### config.mk
export PLATFORM = sky130hd
export DESIGN_NAME = arrow_scroller
export DESIGN_NICKNAME = d
export VERILOG_FILES = /design/src/rtl/arrow_scroller_pkg.sv /design/src/rtl/arrow_lane_fsm.sv /design/src/rtl/arrow_scroller.sv
export SDC_FILE = /design/constraint.sdc
export NUM_CORES = 1
export LEC_CHECK = 0
export BUFFER_PORTS_ARGS = -buffer_cell sky130_fd_sc_hd__buf_2
export CELL_PAD_IN_SITES_DETAIL_PLACEMENT = 1
export CELL_PAD_IN_SITES_GLOBAL_PLACEMENT = 1
export CORE_MARGIN = 2
export CORE_UTILIZATION = 25
export CTS_CLUSTER_DIAMETER = 100
export DETAILED_ROUTE_END_ITERATION = 8
export PLACE_DENSITY_LB_ADDON = 0.3
export SLEW_MARGIN = 20
export SYNTH_ARGS = -nofsm -noshare
export SYNTH_HDL_FRONTEND = slang
export SYNTH_SLANG_ARGS = --single-unit
### constraint.sdc
create_clock -name clk -period 3.1 [get_ports clk]
set_input_delay 0.465 -clock clk [delete_from_list [all_inputs] [get_ports clk]]
set_output_delay 0.465 -clock clk [all_outputs]
set_load 0.03 [all_outputs]
### src/rtl/arrow_scroller_pkg.sv
// arrow_scroller_pkg: shared constants and types for the arrow scroller.
//   - VGA timing constants the arrow geometry is derived from
//   - arrow geometry / timing constants
//   - key codes produced by the keypad decoder
//   - per-object FSM state type
package arrow_scroller_pkg;

  // VGA timing
  localparam int VBP         = 31;
  localparam int VFP         = 511;
  localparam int HBP         = 144;
  localparam int LANE_WIDTH  = 160;
  localparam int LANE_MARGIN = 40;

  // Arrow geometry and motion
  localparam int HEIGHT      = 80;
  localparam int SPAWN_Y     = VFP - HEIGHT;   // 431
  localparam int DOWN_OFFSET = 120;
  localparam int PARK_Y      = 600;
  localparam int TOP_LIMIT   = VBP;
  localparam int HIT_LO      = 180;
  localparam int HIT_HI      = 230;
  localparam int GAP_FRAMES  = 15;
  localparam int SPEED       = 3;
  localparam int MAX_SPEED   = 8;
  localparam int U_LEFT      = HBP + LANE_WIDTH + LANE_MARGIN;  // 344

  localparam int POS_W = 10;
  localparam int SPD_W = 4;
  localparam int CNT_W = 4;

  // Key codes
  localparam logic [2:0] KEY_LEFT  = 3'b000;
  localparam logic [2:0] KEY_RIGHT = 3'b001;
  localparam logic [2:0] KEY_UP    = 3'b010;
  localparam logic [2:0] KEY_DOWN  = 3'b011;
  localparam logic [2:0] KEY_IDLE  = 3'b111;

  typedef enum logic {ACTIVE, GAP} lane_state_e;

endpackage

### src/rtl/arrow_lane_fsm.sv
// arrow_lane_fsm: vertical position, ACTIVE/GAP state and gap counter of one
// arrow object.
//   clk, rst      : clock, synchronous active-high reset
//   frame_tick_i  : one pulse per frame; moves the arrow / advances the gap
//   press_i       : fresh press of a key matching this object
//   speed_i       : lines moved per frame
//   pos_o         : current bottom (upper edge) of the arrow
//   hit_o, miss_o : combinational hit / miss events for this cycle
module arrow_lane_fsm
  import arrow_scroller_pkg::*;
#(
  parameter logic [POS_W-1:0] RESET_POS = POS_W'(SPAWN_Y)
) (
  input  logic             clk,
  input  logic             rst,
  input  logic             frame_tick_i,
  input  logic             press_i,
  input  logic [SPD_W-1:0] speed_i,
  output logic [POS_W-1:0] pos_o,
  output logic             hit_o,
  output logic             miss_o
);

  lane_state_e      state_q, state_d;
  logic [POS_W-1:0] pos_q, pos_d;
  logic [CNT_W-1:0] cnt_q, cnt_d;
  logic             in_window, too_high;

  assign in_window = (pos_q >= POS_W'(HIT_LO)) && (pos_q <= POS_W'(HIT_HI));
  // Compared before subtracting so pos never wraps below zero.
  assign too_high  = pos_q < (POS_W'(TOP_LIMIT) + {{(POS_W-SPD_W){1'b0}}, speed_i});

  always_ff @(posedge clk) begin
    if (rst) begin
      state_q <= ACTIVE;
      pos_q   <= RESET_POS;
      cnt_q   <= '0;
    end else begin
      state_q <= state_d;
      pos_q   <= pos_d;
      cnt_q   <= cnt_d;
    end
  end

  // A hit outranks both the move and the miss in the same cycle.
  always_comb begin
    state_d = state_q;
    pos_d   = pos_q;
    cnt_d   = cnt_q;
    case (state_q)
      ACTIVE: begin
        if (hit_o || miss_o) begin
          state_d = GAP;
          pos_d   = POS_W'(PARK_Y);
          cnt_d   = '0;
        end else if (frame_tick_i) begin
          pos_d = pos_q - {{(POS_W-SPD_W){1'b0}}, speed_i};
        end
      end
      GAP: begin
        if (frame_tick_i) begin
          if (cnt_q == CNT_W'(GAP_FRAMES - 1)) begin
            state_d = ACTIVE;
            pos_d   = POS_W'(SPAWN_Y);
            cnt_d   = '0;
          end else begin
            cnt_d = cnt_q + CNT_W'(1);
          end
        end
      end
      default: state_d = ACTIVE;
    endcase
  end

  always_comb begin
    hit_o  = (state_q == ACTIVE) && press_i && in_window;
    miss_o = (state_q == ACTIVE) && !hit_o && frame_tick_i && too_high;
  end

  assign pos_o = pos_q;

endmodule

### src/rtl/arrow_scroller.sv
// arrow_scroller: moves the shared arrow row and the down arrow once per
// frame, judges key presses against the hit window and keeps the score.
//   clk, rst          : clock, synchronous active-high reset
//   frame_tick        : one pulse per vsync
//   decode            : key code (000 L, 001 R, 010 U, 011 D, 111 none)
//   top, bottom       : shared row edges (top = bottom + HEIGHT)
//   d_top, d_bottom   : down arrow edges
//   u_left, u_right   : constant up-lane x extents
//   score             : hit count, saturating at 9
//   hit, miss         : one-cycle pulses
// Optional: define ARROW_SCROLLER_ACCEL_EN to speed up by one line per frame
// every 4th hit (capped at MAX_SPEED); a miss drops back to SPEED.
module arrow_scroller
  import arrow_scroller_pkg::*;
(
  input  logic             clk,
  input  logic             rst,
  input  logic             frame_tick,
  input  logic [2:0]       decode,
  output logic [POS_W-1:0] top,
  output logic [POS_W-1:0] bottom,
  output logic [POS_W-1:0] d_top,
  output logic [POS_W-1:0] d_bottom,
  output logic [POS_W-1:0] u_left,
  output logic [POS_W-1:0] u_right,
  output logic [3:0]       score,
  output logic             hit,
  output logic             miss
);

  logic [2:0]       prev_decode_q;
  logic [3:0]       score_q, score_d;
  logic             hit_q, miss_q;
  logic             press, row_press, down_press;
  logic             row_hit, row_miss, down_hit, down_miss;
  logic [1:0]       n_hits;
  logic [4:0]       score_sum;
  logic [SPD_W-1:0] speed;

  // Only the edge into a non-idle code counts, so a held key fires once.
  assign press      = (decode != prev_decode_q) && (decode != KEY_IDLE);
  assign row_press  = press && ((decode == KEY_LEFT) || (decode == KEY_RIGHT) ||
                                (decode == KEY_UP));
  assign down_press = press && (decode == KEY_DOWN);

  arrow_lane_fsm #(.RESET_POS(POS_W'(SPAWN_Y))) u_row (
    .clk          (clk),
    .rst          (rst),
    .frame_tick_i (frame_tick),
    .press_i      (row_press),
    .speed_i      (speed),
    .pos_o        (bottom),
    .hit_o        (row_hit),
    .miss_o       (row_miss)
  );

  arrow_lane_fsm #(.RESET_POS(POS_W'(SPAWN_Y + DOWN_OFFSET))) u_down (
    .clk          (clk),
    .rst          (rst),
    .frame_tick_i (frame_tick),
    .press_i      (down_press),
    .speed_i      (speed),
    .pos_o        (d_bottom),
    .hit_o        (down_hit),
    .miss_o       (down_miss)
  );

  assign n_hits    = {1'b0, row_hit} + {1'b0, down_hit};
  assign score_sum = {1'b0, score_q} + {3'b000, n_hits};

  always_comb begin
    score_d = score_q;
    if (score_sum > 5'd9) score_d = 4'd9;
    else                  score_d = score_sum[3:0];
  end

  always_ff @(posedge clk) begin
    if (rst) begin
      prev_decode_q <= KEY_IDLE;
      score_q       <= '0;
      hit_q         <= 1'b0;
      miss_q        <= 1'b0;
    end else begin
      prev_decode_q <= decode;
      score_q       <= score_d;
      hit_q         <= row_hit | down_hit;
      miss_q        <= row_miss | down_miss;
    end
  end

`ifdef ARROW_SCROLLER_ACCEL_EN
  logic [1:0]       streak_q, streak_d;
  logic [SPD_W-1:0] speed_q, speed_d;
  logic [2:0]       streak_sum;

  // Two simultaneous hits can carry the streak past 4 in one step.
  assign streak_sum = {1'b0, streak_q} + {1'b0, n_hits};

  always_comb begin
    streak_d = streak_q;
    speed_d  = speed_q;
    if (row_miss || down_miss) begin
      streak_d = '0;
      speed_d  = SPD_W'(SPEED);
    end else if (n_hits != 2'd0) begin
      streak_d = streak_sum[1:0];
      if (streak_sum[2] && (speed_q < SPD_W'(MAX_SPEED)))
        speed_d = speed_q + SPD_W'(1);
    end
  end

  always_ff @(posedge clk) begin
    if (rst) begin
      streak_q <= '0;
      speed_q  <= SPD_W'(SPEED);
    end else begin
      streak_q <= streak_d;
      speed_q  <= speed_d;
    end
  end

  assign speed = speed_q;
`else
  assign speed = SPD_W'(SPEED);
`endif

  assign top      = bottom + POS_W'(HEIGHT);
  assign d_top    = d_bottom + POS_W'(HEIGHT);
  assign u_left   = POS_W'(U_LEFT);
  assign u_right  = POS_W'(U_LEFT + 80);
  assign score    = score_q;
  assign hit      = hit_q;
  assign miss     = miss_q;

endmodule

[Yosys cells after proc, flatten, opt, wreduce, memory -nomap -nowiden]
Index checks and enable logic that the tools add are counted.
Storage, ports and cells
  output and inout port bits: 66
  memories kept: 0
  bits in read-only memories: 0
  flip-flop bits (word level): 39
  word-level logic and storage cells: 99
  input port bits: 6
  bits in latches: 0
  memory bits (writable): 0
Operators by class
  equality and inequality tests: 15
  order comparisons: 7
  $add $sub $neg: 8
  shifts and indexed selects: 0
  $mul: 0
  reduce and logical (&&, ||, !) cells: 27
  divide/modulo/power cells: 0
  mux-type cells: 27
  bitwise operators: 4
Operators by type and width (number)
  $mux W10: 8
  $pmux W10 S2: 2
  $mux W4: 7
  $add A10 B7 Y10 const B: 2
  $ge A10 B8 Y1 const B: 2
  $le A10 B8 Y1 const B: 2
  $lt A10 B6 Y1 const B: 2
  $sub A10 B2 Y10 const B: 2
  $pmux W4 S2: 2
  $logic_and A1 B1 Y1: 15
  $add A4 B1 Y4 const B: 2
  $eq A4 B4 Y1 const B: 2
  $ne A2 B2 Y1 const B: 4
  $eq A3 B2 Y1 const B: 2
  $mux W1: 6
  $ne A3 B2 Y1 const B: 2
  $reduce_and A3 Y1: 2
  $add A4 B2 Y5: 1
  $gt A5 B4 Y1 const B: 1
  $logic_or A1 B1 Y1: 4
  $ne A2 B1 Y1 const B: 2
  $pmux W1 S2: 2
  $reduce_and A2 Y1: 2
  $eq A3 B1 Y1 const B: 1
  8 further kinds: 11

[Longest topological paths before layout]
Gate-level depths: netlist (run 1).
  word-level depth: 13
  gate-level depth with buffers: 15

[By module]
From an unflattened synthesis (run 1), not the netlist that was laid out.
Second synthesis, totals
  cell total of the unflattened synthesis: 381
  area, all modules: 3208.1 um^2
Modules (own cells, without submodules)
  arrow_lane_fsm at u_down: area an instance 1256.2 um^2, instances 1, sequential area each 300.3 um^2, cells each 145
  arrow_lane_fsm at u_row: area an instance 1181.1 um^2, instances 1, sequential area each 300.3 um^2, cells each 143
  arrow_scroller: area an instance 770.7 um^2, instances 1, sequential area each 180.2 um^2, cells each 93

[Worst setup path before layout (run 1)]
Ideal clock, no wire load.
  path type: register to register
  from: register u_row.pos_q[4], in the netlist u_row.pos_o[4]
  to: register score_q[0], in the netlist score[0]
  buffers on the path: 1
  setup slack: -0.005 ns
  arrival time: 2.973 ns
  clock period less this slack: 3.105 ns
  cell stages (with the launch flop): 16
  path through: dfxtp_1 > inv_1 > ha_1 > nor2_1 > nor4_1 > a221oi_4 > nand2_2 > buf_6 > fa_1 > inv_1 > ha_1 > nand2b_1 > a21oi_1 > a21oi_1 > inv_1 > a21oi_1
On the way
  word-level cells in the longest chain between the ends: 7
  elaborated cells on any way between the ends: 8
  classes of those cells: add/sub (2); order compare (3); mux (1); reduce/logical (2)
RTL lines
  from (decl): line arrow_lane_fsm.sv:25  | logic [POS_W-1:0] pos_q, pos_d;
  from (signal assigned): line arrow_lane_fsm.sv:40  | pos_q <= pos_d;
  $ge A10 B8 Y1 or $le A10 B8 Y1 (tied branches): line arrow_lane_fsm.sv:29  | assign in_window = (pos_q >= POS_W'(HIT_LO)) && (pos_q <= POS_W'(HIT_HI));
  $logic_and A1 B1 Y1 *: line arrow_lane_fsm.sv:29
  $logic_and A1 B1 Y1 *: line arrow_lane_fsm.sv:76  | hit_o = (state_q == ACTIVE) && press_i && in_window;
  $add A1 B1 Y2 *: line arrow_scroller.sv:68  | assign n_hits = {1'b0, row_hit} + {1'b0, down_hit};
  $add A4 B2 Y5 *: line arrow_scroller.sv:69  | assign score_sum = {1'b0, score_q} + {3'b000, n_hits};
  net score_sum[1]: line arrow_scroller.sv:37  | logic [4:0] score_sum;
  $gt A5 B4 Y1 *: line arrow_scroller.sv:73  | if (score_sum > 5'd9) score_d = 4'd9;
  $mux W4 *: line arrow_scroller.sv:73
  to (signal assigned): line arrow_scroller.sv:85  | score_q <= score_d;
  to (decl): line arrow_scroller.sv:32  | logic [3:0] score_q, score_d;
Mark *: on every way through the listed nets, which the timed path passes. The rest lies on a longest branch.
A chain may end at the register's enable or synchronous reset.

[Worst setup path in the final report (run 1)]
  from: register u_row.pos_q[3], in the netlist u_row.pos_o[3]
  to: register score_q[0], in the netlist score[0]
Same word-level chain as after synthesis.

==> results_dict.tcl, run 1 <==
set metrics [dict create \
    outcome "finished clean" \
    timing.max_cap.violations 0 \
    die_h_um 110.5 \
    wl_per_cell_um 15.42 \
    place.gp.congestion 0.7963 \
    boundaryPins 72 \
    yosys_register_bits 39 \
    grt_setup_unrepaired "no" \
    initial_utilization 0.2594 \
    fraction_of_final_layout_cells_sized_beyond_drive_strength_1 0.2315 \
    avgSynthCellArea_um2 7.857 \
    grt.overflow.total 0 \
    fp-row-count 38 \
    dieWidth_um 110.5 \
    number_of_cells_on_the_worst_hold_path 2 \
    antennaDiodeCount 0 \
    clkTransAtPathRegs_ns 0.06 \
    crit-reg2reg-capture "score[0]" \
    synthDistinctLibCells 61 \
    max_freq_mhz 358.0 \
    drt-total-wl_mm 8.420 \
    cts-buffers-inserted 5 \
    clk_latency_ns 0.28 \
    clock_path_buffers 2 \
    timing.max_slew.rel_slack 0.3304 \
    worstHoldPathType "in -> reg" \
    final-setup-viol-count 0 \
    synth_edf_count 0 \
    final_nets 429 \
    setup_tns_ns 0 \
    critical_path_peak_fanout 10 \
    postSynth.topFlopCell "sky130_fd_sc_hd__dfxtp_1" \
    placeableCoreArea_um2 10940 \
    area_growth_syn_to_layout_pct 16.28 \
    largest_net_degree_at_the_start_of_global_routing 48 \
    clock_tree.htree_level_count 2 \
    seq_area_frac_synth 0.2753 \
    synth_commonest_cells "39 x sky130_fd_sc_hd__dfxtp_1, 35 x sky130_fd_sc_hd__a21oi_1, 29 x sky130_fd_sc_hd__nor2_1" \
    layout_worst_path_cycle_share 0.9010 \
    post-dp-hpwl_mm 6.082 \
    actual_slew_at_the_worst_max_slew_pin_ns 0.9905 \
    dieArea_um2 12210 \
    num-fill-cells 1350 \
    synth_top_cell_by_area "sky130_fd_sc_hd__dfxtp_1" \
    viasPerCell 4.952 \
    netlist_area_um2 2836 \
    ys_async_sr_fraction 0 \
    detail_route.drc_violations 0 \
    hold_end "prev_decode_q[0]" \
    skew_ns 0.004293 \
    max_transition_viols_final 0 \
    min_cycle_time_layout_ns 2.793 \
    endpoint_arrival_time_on_the_critical_path_ns 2.92 \
    yosys_warnings 0 \
    number_of_cells_produced_by_synthesis 361 \
    fin_hold_ws_ns 0.4116 \
    cts_sinks 39 \
    fin_cells 546 \
    first_iter_violations 158 \
    placedCellCount 536 \
    tritoncts "done" \
    grt_util_all_layers 0.1394 \
    post_cts_hold_buffer_count 0 \
    path_class "reg -> reg" \
    worstRegToRegCells 12 \
    power_density_nw_per_um2 410.4 \
    drt-pass1-iter-count 4 \
    post-synth-top-area-fraction 0.2753 \
    post-synth-top-count-cell "sky130_fd_sc_hd__dfxtp_1" \
    post_synth_main_area_contributors "sky130_fd_sc_hd__dfxtp_1 28%, sky130_fd_sc_hd__ha_1 7.5%, sky130_fd_sc_hd__buf_4 7.4%, sky130_fd_sc_hd__a21oi_1 6.2%, sky130_fd_sc_hd__nor2_1 3.8%" \
    grt_antenna_before_repair 0 \
    startpoint_of_the_worst_hold_path "decode[0]" \
    ant_nets 0 \
    report.final.hold_viol_count 0 \
    vdd_drop_max_uv 278.7 \
    regArea_um2 784.5 \
    total_vias_in_the_final_route 2704 \
    multi_input_logic_area_um2 1765 \
    endpoint_kind "flop" \
    reg2reg_from "u_row.pos_o[3]" \
    crit_path_start_kind "flop" \
    ctsRootBufferMaster "sky130_fd_sc_hd__clkbuf_16" \
    critical_path_required_ns 3.23 \
    first_pass_grt_wire_length_mm 14.19 \
    rrSetupSlack_ns 0.31 \
    number_of_global_route_vias_before_repair 2747 \
    placement.io_buffers 51 \
    total_leakage_power_nw 1.402 \
]
-- cells in the final DEF (no fill, tap or decap), types with 3 or more instances in the layout --
cell / Yosys / final
sky130_fd_sc_hd__nand3_1: 11 / 11
sky130_fd_sc_hd__nor3_1: 7 / 7
sky130_fd_sc_hd__a21o_1: 9 / 9
sky130_fd_sc_hd__dfxtp_2: 0 / 3
sky130_fd_sc_hd__or2_2: 6 / 6
sky130_fd_sc_hd__inv_1: 17 / 17
sky130_fd_sc_hd__dfxtp_1: 39 / 36
sky130_fd_sc_hd__clkbuf_16: 0 / 5
sky130_fd_sc_hd__o21a_1: 3 / 3
sky130_fd_sc_hd__o31ai_1: 6 / 6
sky130_fd_sc_hd__ha_1: 17 / 16
sky130_fd_sc_hd__a211oi_1: 4 / 4
sky130_fd_sc_hd__nand2b_1: 4 / 4
sky130_fd_sc_hd__a21oi_1: 35 / 35
sky130_fd_sc_hd__nand2_1: 27 / 27
sky130_fd_sc_hd__buf_4: 28 / 14
sky130_fd_sc_hd__inv_2: 3 / 3
sky130_fd_sc_hd__buf_2: 0 / 51
sky130_fd_sc_hd__and3_1: 4 / 4
sky130_fd_sc_hd__o211ai_1: 4 / 4
sky130_fd_sc_hd__conb_1: 2 / 20
sky130_fd_sc_hd__nor2b_1: 3 / 3
sky130_fd_sc_hd__o21ai_0: 15 / 15
sky130_fd_sc_hd__a31o_2: 3 / 3
sky130_fd_sc_hd__o31a_1: 3 / 3
sky130_fd_sc_hd__nor2_1: 29 / 29
sky130_fd_sc_hd__a31oi_1: 5 / 5
sky130_fd_sc_hd__xnor2_1: 9 / 9
sky130_fd_sc_hd__and2_1: 3 / 3
sky130_fd_sc_hd__o32ai_1: 3 / 3
-- metal layers --
layer,vias up,global-route usage,part of all wire
li1,1325,-,-
met1,1309,0.1901,0.49
met2,64,0.2204,0.45
met3,6,0.03074,0.047
met4,0,0.04083,0.010
met5,-,0,0
-- cells by family (layout without fill, tap and decap cells) --
kind of cell | Yosys count | in the layout | synth area share
other | 2 | 20 | 0.002648
AND/OR/NAND/NOR | 113 | 113 | 0.2042
adder cells (fa/ha/maj) | 18 | 18 | 0.08205
AO/OA/AOI/OAI | 112 | 112 | 0.2748
XOR/XNOR | 11 | 11 | 0.03397
flip-flops | 39 | 39 | 0.2753
buffers and inverters | 66 | 93 | 0.1270
-- power breakdown --
part / switching [mW] / internal (mW) / total (mW) / leakage (nW)
Clock: 0.220 / 0.298 / 0.518 / 0.0679
Sequential: 0.0239 / 0.518 / 0.542 / 0.317
Combinational: 0.207 / 0.0868 / 0.293 / 1.02
Total: 0.450 / 0.903 / 1.35 / 1.40
-- cell type report --
cell class	count	area share
well taps	140	0.05311
multi-input cells	274	0.5353
clock inverters	1	0.001517
clock buffers	7	0.04021
inverters	20	0.02276
repair buffers	65	0.1093
flip-flops and latches	39	0.2379
-- how the worst max path moves through the flow --
stage                        start        to  cells after the start
floorplan           u_row.pos_o[7]  score[0]                     13
global placement         decode[1]  score[0]                     13
detailed placement       decode[1]  score[0]                     13
CTS                 u_row.pos_o[7]  score[0]                     12
global route        u_row.pos_o[4]  score[1]                     13
finish              u_row.pos_o[3]  score[0]                     12
-- critical path: stages, from the launching register on --
cell	delay [ns]
sky130_fd_sc_hd__dfxtp_1	0.41
sky130_fd_sc_hd__nor4b_1	0.35
sky130_fd_sc_hd__nand3_1	0.18
sky130_fd_sc_hd__a221oi_4	0.34
sky130_fd_sc_hd__nand2_2	0.11
sky130_fd_sc_hd__fa_1	0.42
sky130_fd_sc_hd__inv_1	0.07
sky130_fd_sc_hd__ha_1	0.24
sky130_fd_sc_hd__nand2b_1	0.15
sky130_fd_sc_hd__a21oi_1	0.16
sky130_fd_sc_hd__a21oi_1	0.09
sky130_fd_sc_hd__inv_1	0.07
sky130_fd_sc_hd__a21oi_1	0.05
-- per-stage QoR --
step           power [mW]  area (um2)  utilization  setup WS (ns)
2_1_floorplan      0.7993        2905            -         0.1257
3_3_place_gp       0.8451        3141       0.2872        0.07779
3_5_place_dp       0.8481        3141       0.2872       0.007403
4_1_cts             1.369        3278       0.2998         0.1576
5_1_grt             1.420        3298       0.3016        0.07261
6_report            1.353        3298       0.3016         0.3068
-- repair_timing --
| action | 4_1_cts | 5_1_grt |
|---|---|---|
| buffers inserted | 0 | 2 |
| resized for setup | 0 | 3 |
| endpoints found under the setup margin | 0 | 3 |
-- flip-flops by register name, summed over array words and instances, names as in the netlist, 3 cells and up --
name           flops
prev_decode_q      3
u_row.cnt_q        4
u_row.pos_o       10
score              4
u_down.cnt_q       4
u_down.pos_o      10
Note: power is estimated with default switching activity, not from simulation.
==> run 2, diff against run 1 <==
==> constraint.sdc (replaced) <==
create_clock -name clk -period 3.1 [get_ports clk]
set_input_delay 0.62 -clock clk [delete_from_list [all_inputs] [get_ports clk]]
set_output_delay 0.62 -clock clk [all_outputs]
set_load 0.03 [all_outputs]
==> run 2 against run 1 <==
  * Final cell count shrank 0.18%
  * Global-route usage shrank 0.28 points
  * Clock-buffer cell count shrank 2
  * Combinational power shrank 2%
  * Sequential share of layout area shrank 0.11 points
  * Total power grew 0.40%
  * Fmax shrank 5.6%
  * Register-to-register slack lost 0.15 ns
  * Flip-flop and latch count is the same
  * Highest routed layer unchanged
==> results_dict.tcl, run 2 (synthesized netlist as in run 1, its figures left out) <==
set metrics [dict create \
    outcome "finished clean" \
    cts-buffers-inserted 5 \
    skew_ns 0.01176 \
    internal-power_mw 0.9044 \
    drt-total-wl_mm 8.331 \
    boundaryPins 72 \
    post_cts_hold_buffer_count 0 \
    dieArea_um2 12210 \
    place_worst_setup_slack_ns -0.1655 \
    most-common-layout-cells "51 x sky130_fd_sc_hd__buf_2, 38 x sky130_fd_sc_hd__dfxtp_1, 35 x sky130_fd_sc_hd__a21oi_1" \
    comb_power_share 0.212 \
    wl_met3_um 382 \
    ctsResizeCount 0 \
    grt_antenna_before_repair 0 \
    path_class "in -> reg" \
    num-fill-cells 1380 \
    layout_worst_path_cycle_share 0.9548 \
    finalWorstSetupSlack_ns 0.1401 \
    timing.max_slew.rel_slack 0.4241 \
    dieWidth_um 110.5 \
    initial_utilization 0.2594 \
    final-setup-viol-count 0 \
    cts_setup_buffers 0 \
    fp-row-count 38 \
    grt_util_all_layers 0.1365 \
    first_iter_violations 86 \
    clkTransAtPathRegs_ns 0.07 \
    clock_power_share 0.387 \
    crit_path_start_kind "primary input" \
    clock_tree.htree_level_count 2 \
    clk_latency_ns 0.29 \
    ant_nets 0 \
    min_cycle_time_layout_ns 2.960 \
    seqPwrFrac 0.401 \
    power_density_nw_per_um2 411.4 \
    max_freq_mhz 337.8 \
    ctsRootBufferMaster "sky130_fd_sc_hd__clkbuf_16" \
    die_h_um 110.5 \
    total_power_mw 1.359 \
    layout_commonest_cell "sky130_fd_sc_hd__buf_2" \
    viasPerCell 4.881 \
    wl_met1_mm 4.015 \
    max_transition_viols_final 0 \
    placement.io_buffers 51 \
    placeableCoreArea_um2 10940 \
    tritoncts "done" \
    actual_slew_at_the_worst_max_slew_pin_ns 0.8639 \
    fraction_of_final_layout_cells_sized_beyond_drive_strength_1 0.2296 \
    grt.overflow.total 0 \
    critical_path_peak_fanout 3 \
    place.gp.congestion 0.8049 \
    drt-pass1-iter-count 4 \
    grt_setup_unrepaired "no" \
    total_leakage_power_nw 1.399 \
    multi_input_logic_area_um2 1769 \
    number_of_global_route_vias_before_repair 2660 \
    worstHoldPathType "reg -> reg" \
    top_layer_used "met4" \
    wl_per_cell_um 15.29 \
    post-dp-hpwl_mm 6.182 \
    final_nets 428 \
    report.final.hold_viol_count 0 \
    area_growth_syn_to_layout_pct 16.45 \
    cts_sinks 39 \
    endpoint_kind "flop" \
    critical_path_required_ns 3.30 \
    regArea_um2 782.0 \
    antennaDiodeCount 0 \
    detailroute.wirelength.met2_mm 3.877 \
    endpoint_arrival_time_on_the_critical_path_ns 3.16 \
    total_vias_in_the_final_route 2660 \
    clock_path_buffers 2 \
    power_switching_share 0.3344 \
    first_pass_grt_wire_length_mm 13.89 \
    vdd_drop_max_uv 216.8 \
    detail_route.drc_violations 0 \
    largest_net_degree_at_the_start_of_global_routing 48 \
    timing.max_cap.violations 0 \
    switching_component_of_the_power_mw 0.4544 \
]
## run 2: changes by cell type in the layout (fill, tap and decap cells not counted), sizes merged
| cell | previous run | this run |
|---|---|---|
| buf | 65 | 64 |
| inv | 20 | 21 |
| clkinvlp | 0 | 2 |
| clkbuf | 7 | 5 |
| clkinv | 1 | 0 |
## run 2: metal layers
metal / global-route usage / vias up
li1: - / 1324
met1: 0.1839 / 1276
met2: 0.2245 / 58
met3: 0.02580 / 2
met4: 0.03500 / 0
met5: 0 / -
## run 2: path summary, 6_finish.rpt
check                                     from             end  slack (ns)  cells after the start
worst max register to register  u_row.pos_o[7]        score[1]        0.16                     11
worst min register to register  u_row.cnt_q[3]  u_row.cnt_q[3]        0.52                      1
worst min-delay path            u_row.cnt_q[3]  u_row.cnt_q[3]        0.52                      1
worst max-delay path                 decode[1]        score[1]        0.14                     12
## run 2: power by group through the flow
stage | Combinational (mW) | Sequential, mW | Clock [mW]
final | 0.288 | 0.545 | 0.526
after global routing | 0.314 | 0.549 | 0.558
after CTS | 0.291 | 0.545 | 0.542
after detailed placement | 0.290 | 0.557 | 0
after global placement | 0.286 | 0.555 | 0
after floorplan | 0.223 | 0.577 | 0
## run 2: final cells by class
cell class / count / share of cell area
Tap cell: 140 / 0.05303
Sequential cell: 39 / 0.2367
Timing Repair Buffer: 64 / 0.1068
Clock inverter: 3 / 0.007197
Clock buffer: 5 / 0.03788
Inverter: 20 / 0.02273
Multi-Input combinational cell: 274 / 0.5356
## run 2: critical path, cell delays in order
cell and delay, ns:
sky130_fd_sc_hd__buf_2 0.12, sky130_fd_sc_hd__and2_1 0.18, sky130_fd_sc_hd__or4b_4 0.50, sky130_fd_sc_hd__a221oi_4 0.22, sky130_fd_sc_hd__nand2_2 0.10, sky130_fd_sc_hd__fa_1 0.45, sky130_fd_sc_hd__inv_1 0.08, sky130_fd_sc_hd__ha_1 0.25
sky130_fd_sc_hd__nand2b_1 0.18, sky130_fd_sc_hd__a21oi_1 0.16, sky130_fd_sc_hd__a21oi_1 0.09, sky130_fd_sc_hd__nor3b_1 0.21
## run 2: per-stage QoR
stage | TNS (ns) | instance area [um2] | hold WS [ns] | util | instances
after CTS | 0 | 3297 | 0.5152 | 0.3015 | 545
after global placement | 0 | 3148 | 0.4923 | 0.2879 | 537
final | 0 | 3303 | 0.5202 | 0.3021 | 545
after floorplan | 0 | 2905 | 0.4727 | - | 379
after global routing | 0 | 3303 | 0.5687 | 0.3021 | 545
after detailed placement | -0.4232 | 3148 | 0.5064 | 0.2879 | 537
==> run 3, diff against run 2 <==
--- a/config.mk
+++ b/config.mk
@@ -5,13 +5,13 @@
 export SDC_FILE = /design/constraint.sdc
 export NUM_CORES = 1
 export LEC_CHECK = 0
-export BUFFER_PORTS_ARGS = -buffer_cell sky130_fd_sc_hd__buf_2
 export CELL_PAD_IN_SITES_DETAIL_PLACEMENT = 1
 export CELL_PAD_IN_SITES_GLOBAL_PLACEMENT = 1
 export CORE_MARGIN = 2
 export CORE_UTILIZATION = 25
 export CTS_CLUSTER_DIAMETER = 100
 export DETAILED_ROUTE_END_ITERATION = 8
+export DONT_BUFFER_PORTS = 1
 export PLACE_DENSITY_LB_ADDON = 0.3
 export SLEW_MARGIN = 20
 export SYNTH_ARGS = -nofsm -noshare
==> constraint.sdc (replaced) <==
create_clock -name clk -period 2.6 [get_ports clk]
set_input_delay 0.52 -clock clk [delete_from_list [all_inputs] [get_ports clk]]
set_output_delay 0.52 -clock clk [all_outputs]
set_load 0.03 [all_outputs]
==> run 3 against run 2 <==
  * Final cell count decreased by 3.9%
  * Routed wire length increased by 0.67%
  * Design area increased by 3.8%
  * Critical path depth unchanged
  * Sequential power increased by 18%
  * Global-route usage increased by 0.24 points
  * First-iteration DRC count increased by 80%
  * Combinational power increased by 18%
  * Clock power increased by 54%
  * Clock-buffer cell count unchanged
  * Total power increased by 32%
==> results_dict.tcl, run 3 (synthesized netlist as in run 1, its figures left out) <==
set metrics [dict create \
    fp-row-count 38 \
    critical_path_required_ns 2.82 \
    outcome "finished clean" \
    cts_sinks 39 \
    layout_worst_path_cycle_share 0.9663 \
    crit_chain "ha_4 > a211oi_4 > nor4_4 > a221oi_4 > nand2_2 > fa_2 > inv_2 > ha_4 > nand2b_4 > a21oi_2 > a21oi_2 > nor3b_2" \
    cpPeakStageDelay_ns 0.41 \
    endpoint_kind "flop" \
    viasPerCell 5.128 \
    layout_commonest_cell "sky130_fd_sc_hd__buf_4" \
    crit_path_start "u_row.pos_o[5]" \
    area_growth_syn_to_layout_pct 20.91 \
    worstHoldPathType "in -> reg" \
    largest_net_degree_at_the_start_of_global_routing 48 \
    final-setup-viol-count 0 \
    path_class "reg -> reg" \
    place_worst_setup_slack_ns -0.2454 \
    timing.max_cap.violations 0 \
    wl_per_cell_um 16.01 \
    fin_cells 524 \
    first_iter_violations 155 \
    timing.max_slew.rel_slack 0.5511 \
    final_nets 407 \
    reg2reg_from "u_row.pos_o[5]" \
    drt-pass1-iter-count 4 \
    most-common-layout-cells "43 x sky130_fd_sc_hd__buf_4, 36 x sky130_fd_sc_hd__dfxtp_1, 32 x sky130_fd_sc_hd__a21oi_1" \
    placement.io_buffers 0 \
    skew_ns 0.008080 \
    max_transition_viols_final 0 \
    clk_latency_ns 0.28 \
    dieArea_um2 12210 \
    grt_antenna_before_repair 0 \
    clkTransAtPathRegs_ns 0.06 \
    placeableCoreArea_um2 10940 \
    finalWorstSetupSlack_ns 0.08764 \
    power_density_nw_per_um2 522.2 \
    placedInstanceArea_um2 3124 \
    actual_slew_at_the_worst_max_slew_pin_ns 0.6685 \
    grt_setup_unrepaired "yes" \
    worstRegToRegCells 12 \
    first_pass_grt_wire_length_mm 14.10 \
    tritoncts "done" \
    clock_path_buffers 2 \
    antennaDiodeCount 0 \
    final_design_area_excluding_fillers_um2 3430 \
    drt-total-wl_mm 8.387 \
    final_core_utilization 0.3136 \
    ctsRootBufferMaster "sky130_fd_sc_hd__clkbuf_16" \
    critical_path_peak_fanout 5 \
    fraction_of_final_layout_cells_sized_beyond_drive_strength_1 0.2344 \
    max_freq_mhz 398.0 \
    report.final.hold_viol_count 0 \
    placedCellCount 515 \
    die_h_um 110.5 \
    endpoint_arrival_time_on_the_critical_path_ns 2.73 \
    min_cycle_time_layout_ns 2.512 \
    grt.overflow.total 0 \
    crit_path_start_kind "flop" \
    timing.critical_path.slowest_stage_cell "sky130_fd_sc_hd__fa_2" \
    crit-reg2reg-capture "score[1]" \
    rrSetupSlack_ns 0.09 \
    ant_nets 0 \
    detail_route.drc_violations 0 \
    initial_utilization 0.2594 \
    dieWidth_um 110.5 \
    total_power_mw 1.791 \
    place.gp.congestion 0.7814 \
    grt_util_all_layers 0.1389 \
    startpoint_of_the_worst_hold_path "rst" \
    worstSetupEndpoint "score[1]" \
    total_vias_in_the_final_route 2687 \
    total_leakage_power_nw 1.385 \
    cts-buffers-inserted 5 \
    boundaryPins 72 \
    clock_tree.htree_level_count 2 \
    post-dp-hpwl_mm 6.334 \
    vdd_drop_max_uv 252.0 \
    number_of_global_route_vias_before_repair 2708 \
]
[run 3: changes by cell type in the layout (fill, tap and decap cells not counted), moves of 2 or more]
cell                        before  now
sky130_fd_sc_hd__inv_1          17   15
sky130_fd_sc_hd__buf_4          13   43
sky130_fd_sc_hd__o21ai_0        15   13
sky130_fd_sc_hd__buf_2          51    0
sky130_fd_sc_hd__o21ai_1         2    4
sky130_fd_sc_hd__ha_1           17   14
sky130_fd_sc_hd__a21oi_2         1    4
sky130_fd_sc_hd__dfxtp_4         0    2
sky130_fd_sc_hd__bufinv_16       0    2
sky130_fd_sc_hd__a21oi_1        35   32
sky130_fd_sc_hd__dfxtp_1        38   36
sky130_fd_sc_hd__ha_4            0    3
[run 3: metal layers]
metal,wire length [um],GRT usage,up-vias
li1,-,-,1276
met1,3897,0.1734,1340
met2,3946,0.2364,61
met3,372,0.03074,10
met4,171,0.04667,0
met5,0,0,-
[run 3: worst max-delay path: cells and delay by family, from the launching register on]
family	cells	cell delay, ns
AO/OA/AOI/OAI	4	0.72
flip-flops	1	0.38
buffers and inverters	1	0.07
adder cells (fa/ha/maj)	3	0.80
AND/OR/NAND/NOR	4	0.48
[run 3: through the flow]
stage,TNS [ns],hold WS [ns]
after floorplan,-0.6314,0.4727
after global placement,-0.2538,0.4935
after detailed placement,-0.6306,0.5066
after CTS,0,0.2926
after global routing,-0.1181,0.2817
final,0,0.2954
[run 3: final cells by class]
| class | count | area [um2] |
|---|---|---|
| Clock inverter | 3 | 66.31 |
| Timing Repair Buffer | 43 | 322.8 |
| Clock buffer | 5 | 125.1 |
| Tap cell | 140 | 175.2 |
| Sequential cell | 39 | 789.5 |
| Fill cell | 1319 | 7506 |
| Inverter | 20 | 78.83 |
| Multi-Input combinational cell | 274 | 1872 |
[run 3: repair_timing]
item,in CTS,in global routing
hold buffers,0,0
resized for setup,8,15
pin swaps,4,10
setup endpoints to repair,2,5
setup buffers,1,0
hold endpoints to repair,0,0
[run 3: worst min path at each step]
stage,to,slack (ns),depth (start not counted)
CTS,u_row.pos_o[4],0.29,1
finish,score[0],0.30,1
detailed placement,u_down.cnt_q[3],0.51,2
floorplan,u_row.cnt_q[3],0.47,1
global route,score[0],0.28,1
global placement,u_row.cnt_q[3],0.49,1
[run 3: report_power, final]
group	internal, mW	switching (mW)
clock	0.551	0.261
sequential	0.616	0.0248
combinational	0.106	0.233
